### config.mk
export PLATFORM = sky130hd
export DESIGN_NAME = pll_rst_sequencer
export DESIGN_NICKNAME = d
export VERILOG_FILES = /design/src/rtl/pll_seq_pkg.sv /design/src/rtl/sync_2ff.sv /design/src/rtl/pll_rst_sequencer.sv
export SDC_FILE = /design/constraint.sdc
export NUM_CORES = 1
export LEC_CHECK = 0
export ABC_AREA = 1
export ABC_CLOCK_PERIOD_IN_PS = 1900
export CORE_MARGIN = 2
export CORE_UTILIZATION = 56
export CTS_CLUSTER_SIZE = 30
export DETAILED_ROUTE_END_ITERATION = 10
export PLACE_DENSITY = 0.83
export SLEW_MARGIN = 20
export SYNTH_ARGS = -nofsm -noshare
export SYNTH_HDL_FRONTEND = slang
export SYNTH_SLANG_ARGS = --single-unit
### constraint.sdc
create_clock -name clk -period 1.9 [get_ports clk]
set_clock_uncertainty 0.15 [all_clocks]
set_input_delay 0.38 -clock clk [delete_from_list [all_inputs] [get_ports clk]]
set_output_delay 0.38 -clock clk [all_outputs]
set_load 0.01 [all_outputs]
### src/rtl/pll_seq_pkg.sv
// Shared types and constants for the PLL reset sequencer.
// Latency: n/a (types only). Backpressure: n/a.
// Optional loss counter is controlled in the top via PLL_SEQ_LOSS_CNT_EN.
package pll_seq_pkg;

    localparam int PLL_SEQ_STATE_W = 3;
    localparam int PLL_SEQ_RETRY_W = 8;

    typedef enum logic [PLL_SEQ_STATE_W-1:0] {
        ST_IDLE      = 3'd0,
        ST_PWRDN     = 3'd1,
        ST_RESET     = 3'd2,
        ST_WAIT_LOCK = 3'd3,
        ST_STABLE    = 3'd4,
        ST_RUN       = 3'd5,
        ST_FAULT     = 3'd6
    } pll_seq_state_t;

    // Saturating 8-bit increment shared by the retry and loss counters.
    function automatic logic [PLL_SEQ_RETRY_W-1:0] sat_inc8(input logic [PLL_SEQ_RETRY_W-1:0] v);
        return (v == '1) ? v : v + PLL_SEQ_RETRY_W'(1);
    endfunction

endpackage

### src/rtl/sync_2ff.sv
// Two-flop synchroniser for a single asynchronous level into clk.
// Latency: 2 cycles. Backpressure: none.
// Both stages clear on synchronous active-low rst_n.
module sync_2ff (
    input  logic clk,
    input  logic rst_n,
    input  logic d_i,
    output logic q_o
);

    logic meta_q;
    logic sync_q;

    always_ff @(posedge clk) begin
        if (!rst_n) begin
            meta_q <= 1'b0;
            sync_q <= 1'b0;
        end else begin
            meta_q <= d_i;
            sync_q <= meta_q;
        end
    end

    assign q_o = sync_q;

endmodule

### src/rtl/pll_rst_sequencer.sv
// PLL power-down / reset / lock-qualify sequencer; PLL_SEQ_LOSS_CNT_EN adds loss_cnt.
// Latency: outputs registered, decoded from the state being entered (same edge as state).
// Backpressure: none; start is a one-cycle request, pwrdwn_req a level.
module pll_rst_sequencer
    import pll_seq_pkg::*;
#(
    parameter int unsigned RST_HOLD_CYCLES = 16,
    parameter int unsigned LOCK_TIMEOUT    = 4096,
    parameter int unsigned LOCK_STABLE     = 64,
    parameter int unsigned MAX_RETRIES     = 3,
    parameter int unsigned CNT_W           = 16
) (
    input  logic                       clk,
    input  logic                       rst_n,
    input  logic                       start,
    input  logic                       pwrdwn_req,
    input  logic                       pll_locked,
    output logic                       pll_rst,
    output logic                       pll_pwrdwn,
    output logic                       ready,
    output logic                       fault,
    output logic [PLL_SEQ_STATE_W-1:0] state_o,
    output logic [PLL_SEQ_RETRY_W-1:0] retry_cnt
`ifdef PLL_SEQ_LOSS_CNT_EN
    ,
    output logic [7:0]                 loss_cnt
`endif
);

    localparam logic [CNT_W-1:0] RST_LAST     = CNT_W'(RST_HOLD_CYCLES - 1);
    localparam logic [CNT_W-1:0] TIMEOUT_LAST = CNT_W'(LOCK_TIMEOUT - 1);
    localparam logic [CNT_W-1:0] STABLE_LAST  = CNT_W'(LOCK_STABLE - 1);
    localparam logic [PLL_SEQ_RETRY_W-1:0] RETRY_LAST = PLL_SEQ_RETRY_W'(MAX_RETRIES - 1);

    pll_seq_state_t             state_q, state_d;
    logic [CNT_W-1:0]           cnt_q, cnt_d;
    logic [PLL_SEQ_RETRY_W-1:0] retry_q, retry_d;
    logic                       pll_rst_q, pll_rst_d;
    logic                       pll_pwrdwn_q, pll_pwrdwn_d;
    logic                       ready_q, ready_d;
    logic                       fault_q, fault_d;
    logic                       lock_s;
`ifdef PLL_SEQ_LOSS_CNT_EN
    logic [7:0]                 loss_q, loss_d;
`endif

    sync_2ff u_lock_sync (
        .clk   (clk),
        .rst_n (rst_n),
        .d_i   (pll_locked),
        .q_o   (lock_s)
    );

    always_comb begin
        state_d = state_q;
        cnt_d   = cnt_q;
        retry_d = retry_q;
`ifdef PLL_SEQ_LOSS_CNT_EN
        loss_d  = loss_q;
`endif
        if (pwrdwn_req) begin
            state_d = ST_PWRDN;
            cnt_d   = '0;
        end else if (start && (state_q != ST_PWRDN)) begin
            state_d = ST_RESET;
            cnt_d   = '0;
            retry_d = '0;
        end else begin
            unique case (state_q)
                ST_IDLE: ;
                // Leaving power-down always restarts with a full reset pulse.
                ST_PWRDN: begin
                    state_d = ST_RESET;
                    cnt_d   = '0;
                    retry_d = '0;
                end
                ST_RESET: begin
                    if (cnt_q == RST_LAST) begin
                        state_d = ST_WAIT_LOCK;
                        cnt_d   = '0;
                    end else begin
                        cnt_d = cnt_q + CNT_W'(1);
                    end
                end
                ST_WAIT_LOCK: begin
                    if (lock_s) begin
                        state_d = ST_STABLE;
                        cnt_d   = '0;
                    end else if (cnt_q == TIMEOUT_LAST) begin
                        retry_d = sat_inc8(retry_q);
                        cnt_d   = '0;
                        state_d = (retry_q == RETRY_LAST) ? ST_FAULT : ST_RESET;
                    end else begin
                        cnt_d = cnt_q + CNT_W'(1);
                    end
                end
                ST_STABLE: begin
                    if (!lock_s) begin
                        state_d = ST_WAIT_LOCK;
                        cnt_d   = '0;
                    end else if (cnt_q == STABLE_LAST) begin
                        state_d = ST_RUN;
                        cnt_d   = '0;
                    end else begin
                        cnt_d = cnt_q + CNT_W'(1);
                    end
                end
                ST_RUN: begin
                    if (!lock_s) begin
                        state_d = ST_RESET;
                        cnt_d   = '0;
`ifdef PLL_SEQ_LOSS_CNT_EN
                        loss_d  = sat_inc8(loss_q);
`endif
                    end
                end
                ST_FAULT: ;
                default: begin
                    state_d = ST_IDLE;
                    cnt_d   = '0;
                end
            endcase
        end

        pll_rst_d    = (state_d == ST_IDLE) || (state_d == ST_PWRDN) ||
                       (state_d == ST_RESET) || (state_d == ST_FAULT);
        pll_pwrdwn_d = (state_d == ST_PWRDN);
        ready_d      = (state_d == ST_RUN);
        fault_d      = (state_d == ST_FAULT);
    end

    always_ff @(posedge clk) begin
        if (!rst_n) begin
            state_q      <= ST_IDLE;
            cnt_q        <= '0;
            retry_q      <= '0;
            pll_rst_q    <= 1'b1;
            pll_pwrdwn_q <= 1'b0;
            ready_q      <= 1'b0;
            fault_q      <= 1'b0;
        end else begin
            state_q      <= state_d;
            cnt_q        <= cnt_d;
            retry_q      <= retry_d;
            pll_rst_q    <= pll_rst_d;
            pll_pwrdwn_q <= pll_pwrdwn_d;
            ready_q      <= ready_d;
            fault_q      <= fault_d;
        end
    end

`ifdef PLL_SEQ_LOSS_CNT_EN
    // Only rst_n clears the loss history; a restart keeps it.
    always_ff @(posedge clk) begin
        if (!rst_n) begin
            loss_q <= '0;
        end else begin
            loss_q <= loss_d;
        end
    end

    assign loss_cnt = loss_q;
`endif

    assign pll_rst    = pll_rst_q;
    assign pll_pwrdwn = pll_pwrdwn_q;
    assign ready      = ready_q;
    assign fault      = fault_q;
    assign state_o    = state_q;
    assign retry_cnt  = retry_q;

endmodule

==> results of run 1 <==
## critical path: stages (launching register included)
cell and delay [ns]:
dfxtp_2 0.38, ha_4 0.15, nand4_1 0.19, nor2_2 0.19, nand2_1 0.10, nor2_2 0.16
nand2_2 0.12, buf_4 0.17, nand3_1 0.07, a21oi_1 0.07
## worst max-delay path by stage
stage                                   start  slack (ns)                        end  cells past startpoint
finish                  cnt_q[0]$_SDFFE_PP0P_        0.03  retry_cnt[3]$_SDFFE_PN0P_                      9
global route            cnt_q[0]$_SDFFE_PP0P_       -0.06  retry_cnt[6]$_SDFFE_PN0P_                      9
CTS                 retry_cnt[1]$_SDFFE_PN0P_       0.006               retry_cnt[1]                      2
detailed placement                      start       -0.08  retry_cnt[2]$_SDFFE_PN0P_                     10
global placement                        start       -0.03  retry_cnt[2]$_SDFFE_PN0P_                     10
floorplan               cnt_q[0]$_SDFFE_PP0P_        0.30  retry_cnt[2]$_SDFFE_PN0P_                     10
## layer usage
metal / GRT usage / up-vias
li1: - / 1058
met1: 0.291 / 957
met2: 0.432 / 55
met3: 0.0649 / 10
met4: 0.0833 / 0
met5: 0 / -
## power by group through the flow
stage	clock, mW	sequential, mW	combinational, mW
2_1_floorplan	0	0.725	0.0877
3_3_place_gp	0	0.724	0.145
3_5_place_dp	0	0.724	0.147
4_1_cts	0.416	0.708	0.148
5_1_grt	0.440	0.709	0.174
6_report	0.411	0.708	0.159
## sequential cells by signal (all words and copies together), names as in the netlist
| signal | flops |
|---|---|
| cnt_q | 16 |
| state_o | 3 |
| pll_rst | 1 |
| u_lock_sync.meta_q | 1 |
| ready | 1 |
| fault | 1 |
| retry_cnt | 8 |
| u_lock_sync.q_o | 1 |
| pll_pwrdwn | 1 |
## logic make-up (layout without fill, tap and decap cells)
group / after synthesis / count (layout)
flip-flops: 33 / 33
AO/OA/AOI/OAI: 36 / 36
XOR/XNOR: 3 / 3
buffers and inverters: 50 / 93
adder cells (fa/ha/maj): 3 / 3
AND/OR/NAND/NOR: 176 / 176
## final cells by class
cell class	instances	area (sq um)
clock buffer	7	55.1
fill	305	926
inverter	49	185
multi-input combinational	218	1110
sequential	33	676
tap	46	57.6
timing repair buffer	37	330
## metrics by stage
stage	cell area [sq um]	utilization
global placement	2270	0.681
detailed placement	2270	0.681
CTS	2330	0.699
global route	2410	0.723
finish	2410	0.723
floorplan	1940	-
## synth_stat cells, drive strengths merged
cell,number
nand2,74
nor2,49
inv,47
dfxtp,33
nand3,32
a21oi,16
nor3,12
o21ai,10
nand4,6
o21bai,4
ha,3
a21boi,2
a31oi,2
clkinv,2
xor2,2
buf,1
nor3b,1
nor4,1
o211ai,1
o31ai,1
or2,1
xnor2,1
## repair_timing
action	CTS	global route
pin swaps	0	5
endpoints found under the setup margin	4	35
resized for setup	4	13
buffers inserted	0	6
==> reports/qor.yml, run 1 <==
pwr:
  leakage_nw: 1.08
  sequentialPowerShare: 0.554
  switchingPower_mw: 0.337
  total_power_mw: 1.28
  cellPowerDensity_nw_per_um2: 530
  share_comb_of_total_power: 0.124
  switching_share: 0.264
  share_clk_of_total_power: 0.322
  irDropWorstVdd_v: 0.000416
  intPower_mw: 0.941
detailed_routing:
  firstDrtPassIters: 4
  vias_per_cell: 5.33
  wl_um: 4700
  wl_met1_um: 2050
  drc: 0
  initialDrtViolationCount: 170
  postRouteAntennaNets: 0
  route.detailed.wl_per_inst_um: 12.0
  detailroute.wirelength.met3_um: 217
  route.top_layer_used: "met4"
  via_count: 2080
  met2RoutedLength_um: 2340
global_route:
  grt_max_degree: 11
  globalRoute.totalOverflow: 0
  grt_pass1_wl_um: 7870
  first_global_vias: 1859
  antenna_found_initial: 0
  grtUsageTotal: 0.247
synthesis:
  avgSynthCellArea_sq_um: 6.45
  synthXorXnorAreaFrac: 0.0135
  yosysTopAreaCellShare: 0.340
  synth-seq-area-share: 0.340
  synth-simple-area-share: 0.421
  synth_compound_gate_area_share: 0.106
  synth_top_cells_by_area: "dfxtp_1 (34%), nand2_1 (13%), nor2_1 (8.7%)"
  yosysTopAreaCell: "dfxtp_1"
  mappedNetlistArea_sq_um: 1940
  ys.warnings.count: 0
  muxShareOfSynthArea: 0
  count_of_state_elements_after_synthesis: 33
  syn_nets: 309
  synth-adder-area-share: 0.0193
  synthCells: 301
  synth_cell_types: 34
  synth_top_family_by_area: "simple AND/OR/NAND/NOR gates"
floorplanning:
  start_util: 0.582
  die_span_in_x_um: 62.9
  placeableCoreArea_sq_um: 3340
  rows: 21
  num_io_pins: 20
  floorplan.die_area_sq_um: 3950
  die_height_um: 62.9
sta:
  worst_hold_slack_ns: 0.268
  max_freq_mhz: 535
  setup-tns-final_ns: 0
  layout_min_cycle_time_ns: 1.87
  setup_viol: 0
  setup_slack_ns: 0.0298
  worstMarginPinSlew_ns: 0.334
  final_min_period_over_clock_period: 0.984
  worst_slew_slack_as_a_fraction_of_its_limit: 0.775
  timing_hold_violations_final: 0
  drv_slew: 0
clock_tree:
  tritoncts.num_buffers: 5
  postCtsHoldBufs: 0
  cts-htree-levels: 2
  clock_sinks: 33
  clock_latency_ns: 0.35
  root_buffer: "clkbuf_4"
  ctsLongestPathBuffers: 2
  tritoncts: "yes"
  clk_transition_reported_paths_ns: 0.10
place:
  placed_cells_incl_taps: 377
  detailedPlace.worstSlack_ns: -0.0764
  port_buffers: 19
  dp_hpwl_um: 3460
  globalplace.congestion: 0.868
critical_path:
  worst_r2r_startpoint: "cnt_q[0]$_SDFFE_PP0P_"
  startpoint_type: "flip-flop"
  reg2reg_setup_slack_ns: 0.03
  rr_worst_depth: 9
  worstReg2RegEnd: "retry_cnt[3]$_SDFFE_PN0P_"
  worst_ep_arrival_time_ns: 1.96
  cp_max_fanout: 5
  critPathKind: "reg -> reg"
  worst_setup_path_end_kind: "flip-flop"
  worst_ep_required_time_ns: 1.99
min_path:
  timing.hold.worst.start: "u_lock_sync.meta_q$_SDFF_PN0_"
  min_delay_worst_endpoint: "u_lock_sync.q_o$_SDFF_PN0_"
  hold_class: "reg -> reg"
  min_delay_path_depth: 2
layout:
  layout_common_cells: "nand2_1 (69), nor2_1 (44), inv_1 (42), nand3_1 (30), dfxtp_1 (23)"
  nets: 352
  layout-drive-gt1-share: 0.169
  final_common_cell: "nand2_1"
  fin_cells: 390
  syn_to_final_growth_pct: 24.2
  num_antenna_cells: 0
outcome:
  run_status: "complete, no violations"
flow_run:
  cap_viol_max_count: 0
(Power assumes the default switching activity.)
==> run 2: changes to the inputs <==
CORE_UTILIZATION = 40   (was 56)
PLACE_DENSITY = 0.64   (was 0.83)
==> run 2 against run 1 <==
  * Global-route usage fell by 6.2 points
  * Setup slack improved by 0.021 ns
  * Sequential power barely moved
  * Clock-buffer cell count fell by 2
  * Fmax rose by 1.1%
  * Cell area rose by 4.8%
  * Non-clock buffer count rose by 8
  * Sequential share of layout area fell by 1.6 points
  * Cell count rose by 3.8%
  * Critical path type is now reg -> out
  * Critical endpoint is now retry_cnt[7]
  * Largest power group unchanged
==> reports/qor.yml, run 2 (synthesis gave the netlist of run 1 again) <==
critical_path:
  max_stage_delay_ns: 0.59  # was 0.38 ns
  critical-path-slowest-cell: "clkdlybuf4s50_1"  # was dfxtp_2
  critical-path-top-delay-family: "buffers and inverters"  # was simple AND/OR/NAND/NOR gates
  startpoint_type: "flip-flop"  # unchanged
  worst_setup_path_end_kind: "primary output"  # was flip-flop
  cp_max_fanout: 6  # was 5
  worst_ep_required_time_ns: 1.37  # was 1.99 ns
  critPathBufInv: 1  # unchanged
  worst_ep_arrival_time_ns: 1.32  # was 1.96 ns
  critPathKind: "reg -> out"  # was reg -> reg
  series_of_cell_instances_along_the_critical_path: "clkdlybuf4s50_1"  # was ha_4 > nand4_1 > nor2_2 > nand2_1 > nor2_2 > nand2_2 > buf_4 > nand3_1 > a21oi_1
detailed_routing:
  wl_um: 4920  # was 4700 um
  initialDrtViolationCount: 160  # was 170
  postRouteAntennaNets: 0  # unchanged
  vias_per_cell: 5.02  # was 5.33
  drc: 0  # unchanged
  firstDrtPassIters: 4  # unchanged
  via_count: 2035  # was 2080
  route.detailed.wl_per_inst_um: 12.1  # was 12.0 um
flow_run:
  cap_viol_max_count: 0  # unchanged
floorplanning:
  start_util: 0.414  # was 0.582
  die_span_in_x_um: 73.7  # was 62.9 um
  rows: 25  # was 21
  floorplan.die_area_sq_um: 5420  # was 3950 sq um
  placeableCoreArea_sq_um: 4690  # was 3340 sq um
  die_height_um: 73.7  # was 62.9 um
  num_io_pins: 20  # unchanged
layout:
  largest_register_ffs: 16  # unchanged
  top_register: "cnt_q"  # unchanged
  num_antenna_cells: 0  # unchanged
  fillCellCount: 459  # was 305
  finish.instance_area_sq_um: 2530  # was 2410 sq um
  final_common_cell: "nand2_1"  # unchanged
  layout-drive-gt1-share: 0.191  # was 0.169
  syn_to_final_growth_pct: 30.2  # was 24.2%
  nets: 360  # was 352
  layout_common_cells: "nand2_1 (67), inv_1 (42), nor2_1 (42), nand3_1 (30), dfxtp_1 (28)"  # was nand2_1 (69), nor2_1 (44), inv_1 (42), nand3_1 (30), dfxtp_1 (23)
  fin_cells: 405  # was 390
sta:
  setup_viol: 0  # unchanged
  layout_min_cycle_time_ns: 1.85  # was 1.87 ns
  worst_slew_slack_as_a_fraction_of_its_limit: 0.776  # was 0.775
  setup-tns-final_ns: 0  # unchanged
  worstMarginPinSlew_ns: 0.333  # was 0.334 ns
  drv_slew: 0  # unchanged
  final_min_period_over_clock_period: 0.973  # was 0.984
  max_freq_mhz: 541  # was 535 MHz
  timing_hold_violations_final: 0  # unchanged
  setup_slack_ns: 0.0509  # was 0.0298 ns
place:
  placement.cell_area_sq_um: 2320  # was 2270 sq um
  detailedPlace.worstSlack_ns: -0.0946  # was -0.0764 ns
  dp_hpwl_um: 3570  # was 3460 um
  globalplace.congestion: 0.879  # was 0.868
  placed_cells_incl_taps: 390  # was 377
  port_buffers: 19  # unchanged
global_route:
  globalRoute.totalOverflow: 0  # unchanged
  grt_max_degree: 11  # unchanged
  antenna_found_initial: 0  # unchanged
  grtUsageTotal: 0.185  # was 0.247
  grt_pass1_wl_um: 7870  # unchanged
  first_global_vias: 1747  # was 1859
clock_tree:
  ctsLongestPathBuffers: 2  # unchanged
  tritoncts.num_buffers: 5  # unchanged
  clk_transition_reported_paths_ns: 0.07  # was 0.10 ns
  tritoncts: "yes"  # unchanged
  clock_sinks: 33  # unchanged
  root_buffer: "clkbuf_8"  # was clkbuf_4
  clock_latency_ns: 0.27  # was 0.35 ns
  postCtsHoldBufs: 0  # unchanged
  cts-htree-levels: 2  # unchanged
pwr:
  leakage_nw: 1.10  # was 1.08 nW
  irDropWorstVdd_v: 0.000708  # was 0.000416 V
  total_power_mw: 1.36  # was 1.28 mW
  cellPowerDensity_nw_per_um2: 538  # was 530 nW/um^2
min_path:
  hold_class: "reg -> reg"  # unchanged
outcome:
  run_status: "complete, no violations"  # unchanged
run 2: cell types whose count changed in the layout (fill, tap and decap cells not counted), sizes merged:
cell	change
clkinv	+1
clkbuf	-2
clkdlybuf4s50	+2
buf	+8
dlymetal6s2s	-2
run 2: through the flow:
stage | hold WS [ns] | utilization
2_1_floorplan | 0.240 | -
3_3_place_gp | 0.255 | 0.494
3_5_place_dp | 0.250 | 0.494
4_1_cts | 0.266 | 0.515
5_1_grt | 0.284 | 0.538
6_report | 0.264 | 0.538
run 2: cell type report:
type	instances	area [sq um]	area share
Multi-Input combinational cell	218	1150	0.454
Timing Repair Buffer	45	385	0.153
Clock buffer	5	68.8	0.0272
Inverter	49	185	0.0733
Sequential cell	33	667	0.264
Tap cell	54	67.6	0.0267
Clock inverter	1	5.00	0.00198
run 2: power breakdown:
| group | total, mW | switching, mW | internal, mW |
|---|---|---|---|
| Clock | 0.476 | 0.235 | 0.241 |
| Sequential | 0.708 | 0.00745 | 0.701 |
| Combinational | 0.174 | 0.0998 | 0.0742 |
run 2: worst paths after layout:
path                                  from                         end  slack, ns  depth (start not counted)
min reg2reg  u_lock_sync.meta_q$_SDFF_PN0_  u_lock_sync.q_o$_SDFF_PN0_       0.26                          2
max reg2reg          cnt_q[1]$_SDFFE_PP0P_   retry_cnt[5]$_SDFFE_PN0P_       0.12                          9
max              retry_cnt[7]$_SDFFE_PN0P_                retry_cnt[7]       0.05                          1
min          u_lock_sync.meta_q$_SDFF_PN0_  u_lock_sync.q_o$_SDFF_PN0_       0.26                          2
run 2: routing by layer:
layer	GRT usage	part of all wire	vias to the layer above
li1	-	-	1061
met1	0.247	0.46	915
met2	0.305	0.48	53
met3	0.0370	0.047	6
met4	0.0485	0.014	0
met5	0	0	-
run 2: repair_timing:
action                     in CTS  in global routing
buffers inserted                3                  6
setup endpoints to repair       3                 28
hold endpoints to repair        0                  0
pin swaps                       4                  9
gates resized for setup         1                 18
